$ cat src/rtl/exception_controller_if.sv
// Bundle of MEM-stage, coprocessor0 and fetch-control signals around the exception controller.
// The controller is the slave; the pipeline/CP0 side is the master.
interface exception_controller_if #(
    parameter int DATA_WIDTH = 32
);
    logic                  mem_valid;
    logic [DATA_WIDTH-1:0] mem_pc;
    logic                  exc_syscall;
    logic                  exc_illegal;
    logic                  exc_trap;
    logic                  exc_overflow;
    logic                  exc_eret;
    logic                  mem_drained;
    logic [DATA_WIDTH-1:0] cp0_status;
    logic [DATA_WIDTH-1:0] cp0_cause;
    logic [DATA_WIDTH-1:0] cp0_epc;
    logic [DATA_WIDTH-1:0] cp0_exception;
    logic [DATA_WIDTH-1:0] cp0_pc;
    logic                  stall;
    logic                  flush;
    logic [DATA_WIDTH-1:0] redirect_pc;
    logic                  busy;

    modport master (
        output mem_valid, mem_pc, exc_syscall, exc_illegal, exc_trap, exc_overflow,
               exc_eret, mem_drained, cp0_status, cp0_cause, cp0_epc,
        input  cp0_exception, cp0_pc, stall, flush, redirect_pc, busy
    );

    modport slave (
        input  mem_valid, mem_pc, exc_syscall, exc_illegal, exc_trap, exc_overflow,
               exc_eret, mem_drained, cp0_status, cp0_cause, cp0_epc,
        output cp0_exception, cp0_pc, stall, flush, redirect_pc, busy
    );
endinterface

$ cat src/rtl/exception_controller.sv
// Exception/interrupt sequencer: arbitrates MEM-stage requests, drains the pipeline,
// pulses the encoded exception to CP0, then flushes and redirects fetch.
module exception_controller #(
    parameter int                 DATA_WIDTH    = 32,
    parameter logic [DATA_WIDTH-1:0] VECTOR_NORMAL = 32'h8000_0180,
    parameter logic [DATA_WIDTH-1:0] VECTOR_BOOT   = 32'hBFC0_0380,
    parameter int unsigned        DRAIN_MAX     = 15
) (
    input logic                   clk,
    input logic                   rst_n,
    exception_controller_if.slave bus
);

    typedef enum logic [1:0] {
        S_IDLE,
        S_DRAIN,
        S_COMMIT,
        S_REDIRECT
    } state_t;

    typedef enum logic [2:0] {
        EXCEPT_NONE      = 3'd0,
        EXCEPT_INTERRUPT = 3'd1,
        EXCEPT_ILLEGAL   = 3'd2,
        EXCEPT_OVERFLOW  = 3'd3,
        EXCEPT_TRAP      = 3'd4,
        EXCEPT_SYSCALL   = 3'd5,
        EXCEPT_ERET      = 3'd6
    } exc_code_t;

    state_t                state_q, state_d;
    exc_code_t             code_q, req_code;
    logic [DATA_WIDTH-1:0] pc_q;
    logic [7:0]            cnt_q;
    logic                  int_req;
    logic                  accept;

    // Interrupt is pending when IE=1, EXL=0 and any unmasked cause.IP bit is set.
    assign int_req = bus.cp0_status[0] & ~bus.cp0_status[1]
                   & (|(bus.cp0_cause[15:8] & bus.cp0_status[15:8]));

    always_comb begin
        if      (int_req)          req_code = EXCEPT_INTERRUPT;
        else if (bus.exc_illegal)  req_code = EXCEPT_ILLEGAL;
        else if (bus.exc_overflow) req_code = EXCEPT_OVERFLOW;
        else if (bus.exc_trap)     req_code = EXCEPT_TRAP;
        else if (bus.exc_syscall)  req_code = EXCEPT_SYSCALL;
        else if (bus.exc_eret)     req_code = EXCEPT_ERET;
        else                       req_code = EXCEPT_NONE;
    end

    always_comb begin
        // NOTE: every output gets a default before the case so no path can infer a latch.
        state_d           = state_q;
        accept            = 1'b0;
        bus.stall         = 1'b0;
        bus.flush         = 1'b0;
        bus.cp0_exception = '0;
        bus.cp0_pc        = '0;
        bus.redirect_pc   = '0;
        unique case (state_q)
            S_IDLE: begin
                // Gated by rst_n so the combinational stall stays low while reset is held.
                if (rst_n && bus.mem_valid && (req_code != EXCEPT_NONE)) begin
                    accept    = 1'b1;
                    bus.stall = 1'b1;
                    state_d   = S_DRAIN;
                end
            end
            S_DRAIN: begin
                bus.stall = 1'b1;
                if (bus.mem_drained || (cnt_q == 8'(DRAIN_MAX - 1)))
                    state_d = S_COMMIT;
            end
            S_COMMIT: begin
                bus.stall         = 1'b1;
                bus.cp0_exception = DATA_WIDTH'(code_q);
                bus.cp0_pc        = pc_q;
                state_d           = S_REDIRECT;
            end
            S_REDIRECT: begin
                bus.stall = 1'b1;
                bus.flush = 1'b1;
                // EPC is read here, one edge after CP0 captured it during COMMIT.
                if (code_q == EXCEPT_ERET)
                    bus.redirect_pc = bus.cp0_epc;
                else
                    bus.redirect_pc = bus.cp0_status[22] ? VECTOR_BOOT : VECTOR_NORMAL;
                state_d = S_IDLE;
            end
            default: state_d = S_IDLE;
        endcase
    end

    assign bus.busy = (state_q != S_IDLE);

    // NOTE: sequential state uses non-blocking assignments so all registers update together.
    always_ff @(posedge clk or negedge rst_n) begin
        if (!rst_n) begin
            state_q <= S_IDLE;
            code_q  <= EXCEPT_NONE;
            pc_q    <= '0;
            cnt_q   <= '0;
        end else begin
            state_q <= state_d;
            if (accept) begin
                code_q <= req_code;
                pc_q   <= bus.mem_pc;
                cnt_q  <= '0;
            end else if (state_q == S_DRAIN) begin
                cnt_q <= cnt_q + 8'd1;
            end
        end
    end

endmodule

$ cat src/flat_wrapper.sv
// flat-port wrapper written by rule: the top's interface ports become plain ports
module exception_controller_flat 
#(
    parameter int                 DATA_WIDTH    = 32,
    parameter logic [DATA_WIDTH-1:0] VECTOR_NORMAL = 32'h8000_0180,
    parameter logic [DATA_WIDTH-1:0] VECTOR_BOOT   = 32'hBFC0_0380,
    parameter int unsigned        DRAIN_MAX     = 15
)
  (clk, rst_n, bus_mem_valid, bus_mem_pc, bus_exc_syscall, bus_exc_illegal, bus_exc_trap, bus_exc_overflow, bus_exc_eret, bus_mem_drained, bus_cp0_status, bus_cp0_cause, bus_cp0_epc, bus_cp0_exception, bus_cp0_pc, bus_stall, bus_flush, bus_redirect_pc, bus_busy);
  exception_controller_if #(.DATA_WIDTH(DATA_WIDTH)) bus_i ();
  input logic clk;
  input logic rst_n;
  input wire logic [$bits(bus_i.mem_valid)-1:0] bus_mem_valid;
  input wire logic [$bits(bus_i.mem_pc)-1:0] bus_mem_pc;
  input wire logic [$bits(bus_i.exc_syscall)-1:0] bus_exc_syscall;
  input wire logic [$bits(bus_i.exc_illegal)-1:0] bus_exc_illegal;
  input wire logic [$bits(bus_i.exc_trap)-1:0] bus_exc_trap;
  input wire logic [$bits(bus_i.exc_overflow)-1:0] bus_exc_overflow;
  input wire logic [$bits(bus_i.exc_eret)-1:0] bus_exc_eret;
  input wire logic [$bits(bus_i.mem_drained)-1:0] bus_mem_drained;
  input wire logic [$bits(bus_i.cp0_status)-1:0] bus_cp0_status;
  input wire logic [$bits(bus_i.cp0_cause)-1:0] bus_cp0_cause;
  input wire logic [$bits(bus_i.cp0_epc)-1:0] bus_cp0_epc;
  output wire logic [$bits(bus_i.cp0_exception)-1:0] bus_cp0_exception;
  output wire logic [$bits(bus_i.cp0_pc)-1:0] bus_cp0_pc;
  output wire logic [$bits(bus_i.stall)-1:0] bus_stall;
  output wire logic [$bits(bus_i.flush)-1:0] bus_flush;
  output wire logic [$bits(bus_i.redirect_pc)-1:0] bus_redirect_pc;
  output wire logic [$bits(bus_i.busy)-1:0] bus_busy;
  assign bus_i.mem_valid = bus_mem_valid;
  assign bus_i.mem_pc = bus_mem_pc;
  assign bus_i.exc_syscall = bus_exc_syscall;
  assign bus_i.exc_illegal = bus_exc_illegal;
  assign bus_i.exc_trap = bus_exc_trap;
  assign bus_i.exc_overflow = bus_exc_overflow;
  assign bus_i.exc_eret = bus_exc_eret;
  assign bus_i.mem_drained = bus_mem_drained;
  assign bus_i.cp0_status = bus_cp0_status;
  assign bus_i.cp0_cause = bus_cp0_cause;
  assign bus_i.cp0_epc = bus_cp0_epc;
  assign bus_cp0_exception = bus_i.cp0_exception;
  assign bus_cp0_pc = bus_i.cp0_pc;
  assign bus_stall = bus_i.stall;
  assign bus_flush = bus_i.flush;
  assign bus_redirect_pc = bus_i.redirect_pc;
  assign bus_busy = bus_i.busy;
  exception_controller #(.DATA_WIDTH(DATA_WIDTH), .VECTOR_NORMAL(VECTOR_NORMAL), .VECTOR_BOOT(VECTOR_BOOT), .DRAIN_MAX(DRAIN_MAX)) u_core (.clk(clk), .rst_n(rst_n), .bus(bus_i));
endmodule
$ cat config.mk
export PLATFORM = sky130hd
export DESIGN_NAME = exception_controller_flat
export DESIGN_NICKNAME = d
export VERILOG_FILES = /design/src/rtl/exception_controller_if.sv /design/src/rtl/exception_controller.sv /design/src/flat_wrapper.sv
export SDC_FILE = /design/constraint.sdc
export NUM_CORES = 1
export LEC_CHECK = 0
export ABC_CLOCK_PERIOD_IN_PS = 1700
export BUFFER_PORTS_ARGS = -buffer_cell sky130_fd_sc_hd__buf_4
export CAP_MARGIN = 20
export CORE_MARGIN = 4
export CORE_UTILIZATION = 36
export DETAILED_ROUTE_END_ITERATION = 6
export HOLD_SLACK_MARGIN = 0.02
export PLACE_DENSITY = 0.86
export SYNTH_ARGS = -nofsm -noshare
export SYNTH_HDL_FRONTEND = slang
export SYNTH_SLANG_ARGS = --single-unit
$ cat constraint.sdc
create_clock -name clk -period 1.7 [get_ports clk]
set_input_delay 0.255 -clock clk [delete_from_list [all_inputs] [get_ports clk]]
set_output_delay 0.255 -clock clk [all_outputs]
set_load 0.1 [all_outputs]
Word level (Yosys, flattened, before mapping)
Index checks and enable logic that the tools add are counted.
- bits in registers: 45
- output and inout port bits: 99
- word-level logic and storage cells: 46
- mux-type cells: 20
- bitwise operators: 4
- equality and inequality tests: 7
- add/sub/neg operators: 1
- reduce and logical (&&, ||, !) cells: 10
- operator list (cell ; number):
    $mux W32 ; 3
    $mux W30 ; 1
    $mux W3 ; 7
    $mux W8 ; 2
    $add A8 B1 Y8 const B ; 1
    $and A8 B8 Y8 ; 1
    $eq A8 B4 Y1 const B ; 1
    $pmux W2 S4 ; 1
    $reduce_or A8 Y1 ; 1
    $eq A2 B2 Y1 const B ; 2
    $mux W2 ; 2
    $ne A2 B1 Y1 const B ; 2
    $reduce_bool A2 Y1 ; 2
    $eq A3 B3 Y1 const B ; 1
    $mux W1 ; 3
    $reduce_bool A3 Y1 ; 1
    $reduce_or A3 Y1 ; 1
    $and A1 B1 Y1 ; 2
    $eq A2 B1 Y1 const B ; 1
    $logic_and A1 B1 Y1 ; 2
    $logic_not A2 Y1 ; 1
    $pmux W1 S2 ; 1
    $reduce_and A2 Y1 ; 1
    $logic_or A1 B1 Y1 ; 1
    $not A1 Y1 ; 1

Longest topological paths before layout
- depth in word-level cells: 11
- mapped depth: 8
- depth with buffers taken out: 7

Worst setup path before layout
OpenSTA, ideal clock, no wires.
- path kind: register to output
- start point: register u_core.state_q[1]
- end point: output port bus_redirect_pc[13]
- buffers on the path: 2
- arrival: 2.848 ns
- stages on the path, launching flop included: 7
- path slack: -1.403 ns
- data required time: 1.445 ns
- path through: dfrtp_1 > ha_1 > inv_1 > nor2_1 > clkbuf_1 > clkbuf_1 > and2_1
- longest elaborated chain between the ends: 2
- RTL lines (what ; line ; text):
    start, declared ; exception_controller.sv:31 ; state_t state_q, state_d;
    start signal, assigned ; exception_controller.sv:105 ; state_q <= state_d;
    $eq A2 B2 Y1 ; exception_controller.sv:61 ; unique case (state_q)
    $mux W32 ; exception_controller.sv:61 ;
    end, declared ; flat_wrapper.sv:28 ; output wire logic [$bits(bus_i.redirect_pc)-1:0] bus_redirect_pc;
Every way passes these cells.

Worst setup path in the final report
- start point: register u_core.state_q[1]
- end point: output port bus_stall
- longest elaborated chain between the ends: 3
- RTL lines (what ; line ; text):
    $eq A2 B2 Y1 / $eq A2 B1 Y1 (equally long branches) ; exception_controller.sv:61 ;
    $reduce_or A3 Y1 (no source line) ; - ;
    $pmux W1 S2 * ; exception_controller.sv:61 ;
    end, declared ; flat_wrapper.sv:26 ; output wire logic [$bits(bus_i.stall)-1:0] bus_stall;
Every way passes the cells marked *; elsewhere a longest branch is shown, timed or not.

==> summary.md <==
| Metric | Value |
|---|---|
| Num ports | about 240 |
| Netlist cell types | 35 |
| Req. time, crit path | ~1400 ps |
| Status | finished with violations |
| Dpl cell area | 4490 sq um |
| RSZ-0062 raised after global routing | true |
| Pre-CTS WS | -184 ps |
| CP Capture Type | output port |
| Total GRT Usage | just over 20% |
| DR pass1 iterations | 4 |
| Final nets | slightly below 600 |
| Slew Limit Headroom | ~62% |
| Average wire per standard cell | between 15 and 20 microns |
| Most frequent cells in the layout | buf_4 (113), and2_4 (50), dfrtp_1 (44), buf_12 (37), buf_8 (35) |
| Fraction of layout cells with a size suffix above 1 | approximately 69% |
| Origin of the worst setup path | u_core.state_q[1]$_DFFE_PN0P_ |
| Number of flops mapped to enable cells by yosys | 0 |
| Layout area overhead | 88.7% |
| Cts bufs inserted | 5 |
| Max Slew Vio Count | 0 |
| Vias | between 2000 and 3000 |
| Grt total ovfl | 0 |
| Worst endpoint data arrival time | 1680 ps |
| # placed instances | about 540 |
| Antenna violations before repair | 0 |
| Clk_lat worst skew | between 200 and 300 ps |
| Sequential share of the synthesized area | between 30% and 40% |
| Comb power frac | 75.5% |
| CP top delay family | flip-flops |
| Synth warn | 0 |
| Max clock buf depth | 2 |
| TritonCTS clock tree | yes |
| NetSw | roughly 5.9 mW |
| Tmin final | just under 2000 ps |
| Final ANT Viol Nets | 0 |
| Final RePlAce weighted congestion | slightly below 0.8 |
| Crit Path Class | flop to output port |
| Routed WL | ~10 mm |
| Crit path cell chain | inv_1 > ha_4 > o21ai_0 > a31oi_2 > inv_1 > buf_4 |
| Hpwl dp | about 7.3 mm |
| Buf+Inv Stages, Crit Path | 3 |
| Number of global-route vias before repair | 2821 |
| Yosys reg bits | 45 |
| Startpoint Class | flop |
| Vias per cell | between 4 and 5 |
| Ys flop type | dfrtp_1 |
| Filler instances | 516 |
| Worst-path fanout max | 5 |
| Die Height | ~98 microns |
| Clock transition at path regs | roughly 80 ps |
| Starting density of the core | 37.3% |
| Hold Violations, Final | 0 |
| Final Cycle Share | 114% |
| Lkg Pwr | ~2.6 nW |
| Maximum capacitance violations | 0 |
| CTS H-tree depth | 2 |
| Sequential Power Share | approximately 17% |
| Final Skew | a little over 8 ps |
| DRC violations left | 0 |
| CP peak stage delay | ~460 ps |
| Failing checks | negative setup slack |
| Die ar. | between 9000 and 10000 sq um |
| Largest net degree at the start of global routing | 46 |
| Worst flop-to-flop path startpoint | u_core.state_q[1]$_DFFE_PN0P_ |
| Ys async rst share | 100% |
| Setup violators final | approximately 110 |
| Mean Syn Cell Area | about 11 sq um |
| Final worst slack | -235 ps |
| Measured slew at the worst slew-check pin | between 500 and 600 ps |
| Core ar. | between 7000 and 8000 sq um |
| Hold Path Class | input pin to async pin |
| Port bufs | around 160 |
| Worst IR Drop VDD | around 1.2 mV |
| Max Clock Freq | a little over 500 MHz |
| CTS root buf | clkbuf_8 |
| Power density cells | just over 2000 nW/um^2 |
| Final Cell Area | ~5500 sq um |
| Final instance count without filler cells | 557 |
| Worst R2R End | u_core.pc_q[29]$_DFFE_PN0P_ |
| R2R depth | 6 |
| Global-route wire length before repair | 15.5 mm |
| DR iter-0 viols | a little under 70 |
| Slowest CP cell | dfrtp_2 |
| Die X | around 98 microns |
| R2R Setup Slk | -180 ps |
| Synthesized area | about 2900 sq um |
| P_int | approximately 5.3 mW |
| Row count | 32 |
| Cell mode on critical path | inv_1 |
| Sw Share | between 50% and 60% |
| ANT cells | 0 |
| Syn Inst Count | 270 |
| Clock Sinks | 45 |
| Most common cell after layout, fill and taps aside | buf_4 |
| Clock share of power | under 10% |
==> stage by stage <==
step                power [mW]  hold slack, ps  TNS (ps)  utilization, %
floorplan                 7.61           -40.6     -6470               -
global placement          8.99             418     -2670            57.8
detailed placement        9.13             425     -4250            57.8
CTS                       11.2             112    -19930            70.1
global route              11.6             147    -27280            70.3
finish                    11.2            99.4    -17580            70.3
==> cell type report <==
class | instances | area [sq um] | share of cell area, %
clock buffers | 7 | 86.3 | 1.58
clock inverters | 1 | 30.0 | 0.550
inverters | 10 | 43.8 | 0.802
multi-input cells | 202 | 1820 | 33.3
flip-flops and latches | 45 | 1130 | 20.6
well taps | 102 | 128 | 2.34
repair buffers | 190 | 2230 | 40.8
==> flip-flops by register name, summed over array words and instances, names as in the netlist <==
signal and cells:
u_core.pc_q 32, u_core.cnt_q 8, u_core.code_q 3, u_core.state_q 2
==> power by group through the flow <==
stage	logic (mW)	clock network [mW]	registers (mW)
2_1_floorplan	5.78	0	1.84
3_3_place_gp	7.12	0	1.87
3_5_place_dp	7.22	0	1.91
4_1_cts	8.42	0.840	1.90
5_1_grt	8.74	0.896	1.97
6_report	8.45	0.825	1.92
==> cell usage after synthesis, drive strengths merged, types with 2 or more instances <==
master / number / share of area (%)
a21oi: 5 / 1.3
clkbuf: 8 / 1.0
xor2: 3 / 0.91
dfrtp: 45 / 39
nand3: 4 / 0.69
inv: 10 / 1.3
nand2: 9 / 1.2
o21ai: 4 / 0.69
a221oi: 2 / 1.0
a211oi: 3 / 0.78
and2: 55 / 12
nor2: 21 / 2.7
ha: 6 / 2.6
or3: 2 / 0.61
xnor2: 4 / 1.2
a22o: 2 / 0.61
a21o: 9 / 2.3
and3: 2 / 0.43
mux2: 32 / 16
buf: 33 / 10
nand4: 2 / 0.43
==> logic make-up after synthesis <==
group	share of synthesized area, %
and+or+nand+nor	19.1
other	0.130
AOI/OAI and AO/OA	8.34
adders and majority gates	2.59
muxes	16.5
buffers and inverters	12.3
DFF	38.9
xor gates and xnor gates	2.12
==> per-layer routing <==
layer	GRT usage (%)	vias to the layer above	wire length, microns
met4	7.24	0	326
met5	0	-	0
met3	4.02	21	550
met2	42.9	120	5920
li1	-	1206	-
met1	19.7	1241	3260
==> worst reg2reg max path: cells and delay by family (launching register included) <==
| family | cells | cell delay, ps |
|---|---|---|
| flip-flops | 1 | 460 |
| buffers and inverters | 2 | 480 |
| AO/OA/AOI/OAI | 1 | 230 |
| AND/OR/NAND/NOR | 1 | 140 |
| adder cells (fa/ha/maj) | 1 | 170 |
| multiplexers | 1 | 300 |
==> worst max path at each step <==
stage	endpoint	slack, ps	depth (start not counted)
2_1_floorplan	bus_redirect_pc[31]	-240	3
3_3_place_gp	bus_stall	-160	7
3_5_place_dp	bus_stall	-180	7
4_1_cts	bus_redirect_pc[20]	-250	5
5_1_grt	bus_redirect_pc[13]	-330	5
6_report	bus_stall	-240	6
==> what timing repair did <==
action | 4_1_cts | 5_1_grt
setup buffers | 2 | 3
hold buffers | 0 | 0
gates resized for setup | 184 | 2
pin swaps | 2 | 3
setup endpoints to repair | 103 | 112
cloned | 3 | 0
Note: power is estimated with default switching activity, not from simulation.
